### config.mk
export PLATFORM = sky130hd
export DESIGN_NAME = ysyx22041405_mem_lsu
export DESIGN_NICKNAME = d
export VERILOG_FILES = /design/src/rtl/ysyx22041405_mem_lsu.sv
export SDC_FILE = /design/constraint.sdc
export NUM_CORES = 1
export LEC_CHECK = 0
export BUFFER_PORTS_ARGS = -buffer_cell sky130_fd_sc_hd__buf_4
export CAP_MARGIN = 5
export CORE_AREA = 2 2 126 128
export DETAILED_ROUTE_END_ITERATION = 10
export DIE_AREA = 0 0 128 130
export PLACE_DENSITY = 0.65
export SLEW_MARGIN = 20
export SYNTH_ARGS = -nofsm -noshare
export SYNTH_HDL_FRONTEND = slang
export SYNTH_SLANG_ARGS = --single-unit
### constraint.sdc
create_clock -name clk -period 3.05 [get_ports clk]
set_input_delay 0.7625 -clock clk [delete_from_list [all_inputs] [get_ports clk]]
set_output_delay 0.7625 -clock clk [all_outputs]
set_load 0.05 [all_outputs]
### src/rtl/ysyx22041405_mem_lsu.sv
`default_nettype none
// ============================================================================
// Module      : ysyx22041405_mem_lsu
// Description : MEM-stage load/store unit: one op in, one bus transaction,
//               one write-back result out. MEM_MISALIGN_TRAP_EN selects a
//               trap on misaligned access instead of forced alignment.
// Revision    : 1.0 - initial release
// ============================================================================
module ysyx22041405_mem_lsu #(
  parameter int WIDTH  = 32,
  parameter int STRB_W = WIDTH / 8
) (
  input  logic              clk,
  input  logic              rst,
  input  logic              in_valid,
  output logic              in_ready,
  input  logic              in_mem_en,
  input  logic              in_mem_we,
  input  logic [1:0]        in_size,
  input  logic              in_unsigned,
  input  logic [WIDTH-1:0]  alu_result,
  input  logic [WIDTH-1:0]  pc_add4,
  input  logic [WIDTH-1:0]  rf_rs2,
  input  logic              mem_addr_sel,
  output logic              mem_req,
  output logic              mem_we,
  output logic [WIDTH-1:0]  mem_addr,
  output logic [WIDTH-1:0]  mem_wdata,
  output logic [STRB_W-1:0] mem_wstrb,
  input  logic              mem_gnt,
  input  logic              mem_rvalid,
  input  logic [WIDTH-1:0]  mem_rdata,
  output logic              out_valid,
  input  logic              out_ready,
  output logic [WIDTH-1:0]  rf_wdata,
  output logic              out_excp,
  output logic [WIDTH-1:0]  out_badaddr
);

  localparam int c_off_w = $clog2(STRB_W);

  typedef enum logic [1:0] {
    IDLE = 2'd0,
    REQ  = 2'd1,
    RESP = 2'd2,
    HOLD = 2'd3
  } state_t;

  state_t              state_q, state_d;
  logic                we_q, we_d;
  logic [1:0]          size_q, size_d;
  logic                uns_q, uns_d;
  logic [c_off_w-1:0]  off_q, off_d;
  logic [WIDTH-1:0]    addr_q, addr_d;
  logic [WIDTH-1:0]    wdata_q, wdata_d;
  logic [STRB_W-1:0]   wstrb_q, wstrb_d;
  logic [WIDTH-1:0]    rf_wdata_q, rf_wdata_d;
`ifdef MEM_MISALIGN_TRAP_EN
  logic                excp_q, excp_d;
  logic [WIDTH-1:0]    badaddr_q, badaddr_d;
  logic                misaligned;
`endif

  logic [1:0]          eff_size;
  logic [c_off_w-1:0]  in_off, align_mask, eff_off;
  logic [STRB_W-1:0]   size_mask;
  logic [WIDTH-1:0]    shifted, word_ext, load_ext;

  // A narrow datapath has no doubleword; size 11 collapses to word.
  assign eff_size = (WIDTH == 32 && in_size == 2'b11) ? 2'b10 : in_size;
  assign in_off   = alu_result[c_off_w-1:0];

  always_comb begin
    align_mask = c_off_w'((32'd1 << eff_size) - 32'd1);
    size_mask  = '0;
    case (eff_size)
      2'b00:   size_mask = STRB_W'(1);
      2'b01:   size_mask = STRB_W'(3);
      2'b10:   size_mask = STRB_W'(15);
      default: size_mask = '1;
    endcase
  end

  // Clearing the sub-size offset bits is a no-op for aligned accesses.
  assign eff_off = in_off & ~align_mask;
`ifdef MEM_MISALIGN_TRAP_EN
  assign misaligned = |(in_off & align_mask);
`endif

  assign shifted = mem_rdata >> {off_q, 3'b000};

  generate
    if (WIDTH == 64) begin : g_w64
      assign word_ext = {{32{~uns_q & shifted[31]}}, shifted[31:0]};
    end else begin : g_w32
      assign word_ext = shifted;
    end
  endgenerate

  always_comb begin
    case (size_q)
      2'b00:   load_ext = {{(WIDTH-8){~uns_q & shifted[7]}}, shifted[7:0]};
      2'b01:   load_ext = {{(WIDTH-16){~uns_q & shifted[15]}}, shifted[15:0]};
      2'b10:   load_ext = word_ext;
      default: load_ext = shifted;
    endcase
  end

  always_comb begin
    state_d    = state_q;
    we_d       = we_q;
    size_d     = size_q;
    uns_d      = uns_q;
    off_d      = off_q;
    addr_d     = addr_q;
    wdata_d    = wdata_q;
    wstrb_d    = wstrb_q;
    rf_wdata_d = rf_wdata_q;
`ifdef MEM_MISALIGN_TRAP_EN
    excp_d     = excp_q;
    badaddr_d  = badaddr_q;
`endif
    case (state_q)
      IDLE: begin
        if (in_valid) begin
          we_d   = in_mem_we;
          size_d = eff_size;
          uns_d  = in_unsigned;
          off_d  = eff_off;
          if (!in_mem_en) begin
            rf_wdata_d = mem_addr_sel ? alu_result : pc_add4;
`ifdef MEM_MISALIGN_TRAP_EN
            excp_d     = 1'b0;
`endif
            state_d    = HOLD;
          end
`ifdef MEM_MISALIGN_TRAP_EN
          else if (misaligned) begin
            rf_wdata_d = '0;
            excp_d     = 1'b1;
            badaddr_d  = alu_result;
            state_d    = HOLD;
          end
`endif
          else begin
            addr_d     = {alu_result[WIDTH-1:c_off_w], eff_off};
            wdata_d    = rf_rs2 << {eff_off, 3'b000};
            wstrb_d    = in_mem_we ? (size_mask << eff_off) : '0;
            rf_wdata_d = '0;
`ifdef MEM_MISALIGN_TRAP_EN
            excp_d     = 1'b0;
`endif
            state_d    = REQ;
          end
        end
      end
      REQ: begin
        if (mem_gnt) state_d = we_q ? HOLD : RESP;
      end
      RESP: begin
        if (mem_rvalid) begin
          rf_wdata_d = load_ext;
          state_d    = HOLD;
        end
      end
      default: begin
        if (out_ready) state_d = IDLE;
      end
    endcase
  end

  always_ff @(posedge clk) begin
    if (!rst) begin
      state_q    <= IDLE;
      we_q       <= 1'b0;
      size_q     <= 2'b00;
      uns_q      <= 1'b0;
      off_q      <= '0;
      addr_q     <= '0;
      wdata_q    <= '0;
      wstrb_q    <= '0;
      rf_wdata_q <= '0;
`ifdef MEM_MISALIGN_TRAP_EN
      excp_q     <= 1'b0;
      badaddr_q  <= '0;
`endif
    end else begin
      state_q    <= state_d;
      we_q       <= we_d;
      size_q     <= size_d;
      uns_q      <= uns_d;
      off_q      <= off_d;
      addr_q     <= addr_d;
      wdata_q    <= wdata_d;
      wstrb_q    <= wstrb_d;
      rf_wdata_q <= rf_wdata_d;
`ifdef MEM_MISALIGN_TRAP_EN
      excp_q     <= excp_d;
      badaddr_q  <= badaddr_d;
`endif
    end
  end

  assign in_ready  = (state_q == IDLE);
  assign mem_req   = (state_q == REQ);
  assign mem_we    = mem_req & we_q;
  assign mem_addr  = addr_q;
  assign mem_wdata = wdata_q;
  assign mem_wstrb = wstrb_q;
  assign out_valid = (state_q == HOLD);
  assign rf_wdata  = rf_wdata_q;
`ifdef MEM_MISALIGN_TRAP_EN
  assign out_excp    = excp_q;
  assign out_badaddr = badaddr_q;
`else
  assign out_excp    = 1'b0;
  assign out_badaddr = '0;
`endif

endmodule
`default_nettype wire

==> results of run 1 <==
==> through the flow <==
step                      hold WS [ns]  instance area (um^2)  std cells  worst slack, ns  total power, mW
final                           0.4616                  8058       1089           0.7614            5.995
after global routing            0.4805                  8058       1089           0.5252            6.284
after CTS                       0.4679                  8058       1089           0.7915            6.024
after detailed placement        0.4566                  7729       1073           0.8038            4.708
after global placement          0.4515                  7729       1073           0.8034            4.690
after floorplan                 0.4388                  6102        714           0.8788            3.913
==> kinds of logic after synthesis <==
group | count (synthesis)
DFF | 108
muxes | 88
other | 1
adders and majority gates | 4
AOI/OAI and AO/OA | 191
and+or+nand+nor | 198
buffers and inverters | 92
==> flip-flops by register name (all words and copies together) (netlist names) <==
signal / cells
uns_q: 1
state_q: 2
off_q: 2
mem_wstrb: 4
rf_wdata: 32
mem_wdata: 32
size_q: 2
we_q: 1
mem_addr: 32
==> area by class of cell <==
class,count,share of cell area
multi-input combinational,514,0.4196
sequential,108,0.2683
timing repair buffer,256,0.2401
tap,192,0.02981
clock buffer,9,0.02795
clock inverter,7,0.01289
inverter,3,0.001398
==> power by group <==
group | switching [mW] | internal [mW] | leakage, nW | total [mW]
clock | 0.579 | 0.734 | 0.161 | 1.31
sequential | 0.190 | 1.67 | 0.884 | 1.86
combinational | 1.91 | 0.912 | 2.35 | 2.82
==> cell usage in the layout, fill, tap and decap left out, types with 9 or more instances in the layout <==
cell type  count
a21oi_1       20
o21a_1         9
buf_4        255
and2_1         9
mux2i_1       71
clkbuf_16      9
conb_1        33
nor2_1        48
a21boi_0      35
a22oi_1       10
o21ai_0       34
dfxtp_1      108
o21ai_1       23
a211oi_1      15
nor2b_1       24
mux2_2        16
nand2_1       79
==> layer usage <==
layer | vias up | share of wire
li1 | 2801 | -
met1 | 2676 | 0.42
met2 | 279 | 0.46
met3 | 36 | 0.090
met4 | 2 | 0.031
met5 | - | 0.00062
==> critical path: cells and delay by family, from the launching register on <==
family / cells / cell delay [ns]
simple gates: 2 / 0.80
fa+ha+maj: 1 / 0.42
compound gates: 2 / 0.50
buf+inv: 1 / 0.09
flops: 1 / 0.34
==> path summary, 6_finish.rpt <==
check,endpoint,depth (start not counted)
worst min register to register,mem_addr[5],2
worst max-delay path,rf_wdata[30],6
worst min-delay path,mem_addr[5],2
worst max register to register,rf_wdata[30],6
==> impl_metrics.yaml, run 1 <==
synthesis:
  synthAdderAreaFrac: 0.008366
  yosysUniqueCellTypes: 53
  ys_seq_area_frac: 0.3614
  netlist_instances: 682
  yosysMostFrequentCell: "dfxtp_1"
  synth_top_family_by_area: "compound AO/OA/AOI/OAI gates"
  synth_flop_cell: "dfxtp_1"
  synthMuxAreaShare: 0.1527
  synth_top_cell_area_share: 0.3614
  synth_compound_area_frac: 0.2188
  ys_ff_latch: 108
  synth-simple-area-share: 0.1625
  synth_edf_count: 0
  yosysWarnings: 0
  synth_area_mm2: 0.005982
  synthXorXnorAreaFrac: 0
  synth_commonest_cells: "dfxtp_1, nand2_1, mux2i_1"
  avgSynthCellArea_um2: 8.771
  yosysTopAreaCell: "dfxtp_1"
  ys_async_sr_fraction: 0
  synth_area_leaders: "dfxtp_1, mux2i_1, nand2_1, buf_4, a21boi_0"
worst_setup_path:
  startpoint_type: "flip-flop"
  crit_path_end_kind: "flip-flop"
  crit_path_start: "state_q[0]"
  slowest_delay_ns: 0.42
  rrSetupSlack_ns: 0.76
  critPathRequiredTime_ns: 3.28
  cp_cell_sequence: "inv_1 -> ha_1 -> or2_1 -> nand3_2 -> a221oi_1 -> o21ai_2"
  path_class: "flip-flop to flip-flop"
  cp_max_fo: 18
  r2r-start: "state_q[0]"
  crit_slowest_cell: "ha_1"
  cp.arrival_ns: 2.51
layout:
  num_antenna_cells: 0
  multi_input_area_mm2: 0.003381
  finalNetCount: 1036
  fillers: 1485
  drive_above_1_share: 0.3411
  areaGrowthSynthToFinish_pct: 34.70
  regArea_mm2: 0.002162
  final_util: 0.5224
clocking:
  htree_levels: 3
  cts_tree: "built"
  cts_setup_buffers: 0
  cts_resized: 0
  insertion_delay_ns: 0.35
  clockBufferDepth: 2
  numCtsBuffers: 9
  clk_pin_slew_ns: 0.08
  cts.sink_count: 108
  root_buffer: "clkbuf_16"
  hold_buffers: 0
grt:
  grt_use_total: 0.2439
  antenna_found_initial: 0
  grt_util_met2: 0.3948
  met1_usage: 0.3079
  grt_pass1_wl_mm: 31.07
  grt_pass1_vias: 5406
  met3_usage: 0.06478
  top_usage_layer: "met2"
  grt.overflow.total: 0
  grt_max_degree: 52
pwr:
  p_leak_nw: 3.398
  ir_worst_vdd_uv: 358.7
  pwr_density_cell_mw_per_mm2: 744.0
floorplan:
  die-width_um: 128
  ios: 277
  core-area_mm2: 0.01542
  rows: 46
  fp.dieH_um: 130
  die_area_mm2: 0.01664
  start_util: 0.3878
placement:
  hpwl_mm: 16.09
  port_buffers: 243
  gp_congestion: 0.9355
drt:
  drc_errors: 0
  drt_first_pass_iters: 7
  wl_per_cell_um: 19.18
  drt_iter0_markers: 485
  vias: 5794
  wirelength_mm: 20.89
  viasPerCell: 5.320
  antenna_left: 0
run:
  maxCapViolations: 0
timing:
  period_needed_ns: 2.289
  slew_violations: 0
  tns_ns: 0
  fin_crit_sh: 0.7504
  hold_viol: 0
  rsz0062_at_grt: "no"
  max-slew-margin-rel: 0.5931
  setup_viol: 0
  fmax_mhz: 436.9
  worstMarginPinSlew_ns: 0.6095
  clock_skew_ns: 0.004808
hold_path:
  hp-class: "flip-flop to flip-flop"
  min_from: "mem_addr[5]"
status:
  status: "finished clean"
(Power assumes the default switching activity.)
==> run 2: changes to the inputs <==
--- a/config.mk
+++ b/config.mk
@@ -10,7 +10,7 @@
 export CORE_AREA = 2 2 126 128
 export DETAILED_ROUTE_END_ITERATION = 10
 export DIE_AREA = 0 0 128 130
-export PLACE_DENSITY = 0.65
+export PLACE_DENSITY = 0.68
 export SLEW_MARGIN = 20
 export SYNTH_ARGS = -nofsm -noshare
 export SYNTH_HDL_FRONTEND = slang
==> constraint.sdc (replaced) <==
create_clock -name clk -period 1.9 [get_ports clk]
set_input_delay 0.475 -clock clk [delete_from_list [all_inputs] [get_ports clk]]
set_output_delay 0.475 -clock clk [all_outputs]
set_load 0.05 [all_outputs]
==> run 2 against run 1 <==
Power grew 59%; register-to-register slack lost 0.68 ns; global-route usage grew 0.087 points; hold slack lost 0.082 ns; setup slack lost 0.70 ns; utilization grew 1.4 points; flip-flop and latch count is the same; critical path type is now flip-flop to primary output; critical endpoint is now mem_we; highest routed layer is now met4.
==> impl_metrics.yaml, run 2 (synthesized netlist as in run 1, its figures left out) <==
floorplan:
  rows: 46
  die_area_mm2: 0.01664
  ios: 277
  die-width_um: 128
  core-area_mm2: 0.01542
  start_util: 0.3878
  fp.dieH_um: 130
worst_setup_path:
  slowest_delay_ns: 0.40
  crit_path_end_kind: "primary output"
  cp.arrival_ns: 1.36
  cp_cell_sequence: "inv_2 -> ha_2 -> and2_4 -> buf_6"
  startpoint_type: "flip-flop"
  r2r_cells: 6
  cp_max_fo: 4
  critPathRequiredTime_ns: 1.42
  crit_slowest_cell: "dfxtp_1"
  path_class: "flip-flop to primary output"
drt:
  drc_errors: 0
  drt_first_pass_iters: 5
  wirelength_mm: 20.47
  drt_iter0_markers: 384
  vias: 5882
  wl_per_cell_um: 18.45
  antenna_left: 0
  viasPerCell: 5.299
layout:
  fillers: 1477
  finalNetCount: 1057
  layout_commonest_cell: "buf_4"
  num_antenna_cells: 0
  drive_above_1_share: 0.3671
  final_util: 0.5363
  layout_common_cells: "buf_4, dfxtp_1, nand2_1"
  final_area_mm2: 0.008273
  areaGrowthSynthToFinish_pct: 38.30
status:
  status: "finished clean"
timing:
  slew_violations: 0
  setup_viol: 0
  max-slew-margin-rel: 0.6710
  hold_viol: 0
  fin_crit_sh: 0.9671
  clock_skew_ns: 0.006985
  worstMarginPinSlew_ns: 0.4884
  fmax_mhz: 544.2
  period_needed_ns: 1.838
  rsz0062_at_grt: "no"
clocking:
  root_buffer: "clkbuf_16"
  cts.sink_count: 108
  hold_buffers: 0
  clk_pin_slew_ns: 0.08
  clockBufferDepth: 2
  htree_levels: 3
  insertion_delay_ns: 0.35
  cts_tree: "built"
  numCtsBuffers: 9
grt:
  grt.overflow.total: 0
  grt_use_total: 0.2448
  grt_pass1_wl_mm: 31.16
  grt_pass1_vias: 5515
  antenna_found_initial: 0
  grt_max_degree: 109
pwr:
  pwr_density_cell_mw_per_mm2: 1154
  ir_worst_vdd_uv: 596.3
  p_leak_nw: 3.501
hold_path:
  hp-class: "input pin to flip-flop"
  hold_depth: 3
run:
  maxCapViolations: 0
placement:
  gp_congestion: 0.9047
  post_dp_cell_area_mm2: 0.007953
  hpwl_mm: 15.91
  port_buffers: 243
==> run 2: cell count changes in the layout (fill, tap and decap cells not counted), moves of 2 or more <==
cell and change:
buf_12 +4, inv_6 -3, inv_8 +2, ha_1 -3
nor2_2 +2, ha_2 +2, bufinv_16 -2, buf_4 +15
buf_6 +2, nor2_1 -2, inv_2 +2, inv_1 -2
==> run 2: layout make-up <==
class | instances | area [um^2] | area share
Sequential cell | 108 | 2163 | 0.2615
Inverter | 3 | 11.26 | 0.001361
Tap cell | 192 | 240.2 | 0.02904
Multi-Input combinational cell | 514 | 3423 | 0.4138
Timing Repair Buffer | 277 | 2150 | 0.2598
Clock inverter | 6 | 56.30 | 0.006806
Clock buffer | 10 | 229.0 | 0.02768
==> run 2: path summary, 6_finish.rpt <==
kind / start / end / slack, ns
setup / recovery: state_q[1] / mem_we / 0.06
hold / removal: alu_result[11] / mem_addr[11] / 0.38
setup reg to reg: state_q[1] / state_q[1] / 0.08
hold reg to reg: mem_addr[20] / mem_addr[20] / 0.46
==> run 2: per-stage QoR <==
step	setup TNS [ns]	total power, mW	worst slack, ns	instances	hold slack (ns)
2_1_floorplan	0	6.318	0.01408	714	0.4388
3_3_place_gp	0	7.655	0.04068	1094	0.4476
3_5_place_dp	-0.02450	7.679	-0.02450	1094	0.4580
4_1_cts	0	9.548	0.01296	1110	0.3698
5_1_grt	0	10.08	0.01348	1110	0.3861
6_report	0	9.548	0.06244	1110	0.3792
==> run 2: per-layer routing <==
| layer | wire [um] | global-route usage | vias up | share of wire |
|---|---|---|---|---|
| met3 | 1860 | 0.06191 | 29 | 0.091 |
| li1 | - | - | 2849 | - |
| met1 | 8570 | 0.3165 | 2711 | 0.42 |
| met4 | 445 | 0.08468 | 0 | 0.022 |
| met5 | 0 | 0 | - | 0 |
| met2 | 9598 | 0.4001 | 293 | 0.47 |
==> run 2: what timing repair did <==
action	CTS	global route
endpoints found under the hold margin	0	0
gates resized for setup	0	10
endpoints found under the setup margin	0	46
buffers inserted	0	0
==> run 2: power by group <==
| part | internal [mW] | switching, mW |
|---|---|---|
| logic | 1.62 | 3.12 |
| registers | 2.68 | 0.274 |
| clock network | 0.920 | 0.935 |
| total | 5.22 | 4.33 |
==> run 2: worst max-delay path: cells and delay by family (launching register included) <==
family | cells | cell delay, ns
flip-flops | 1 | 0.40
adder cells (fa/ha/maj) | 1 | 0.21
AND/OR/NAND/NOR | 1 | 0.17
buffers and inverters | 2 | 0.23
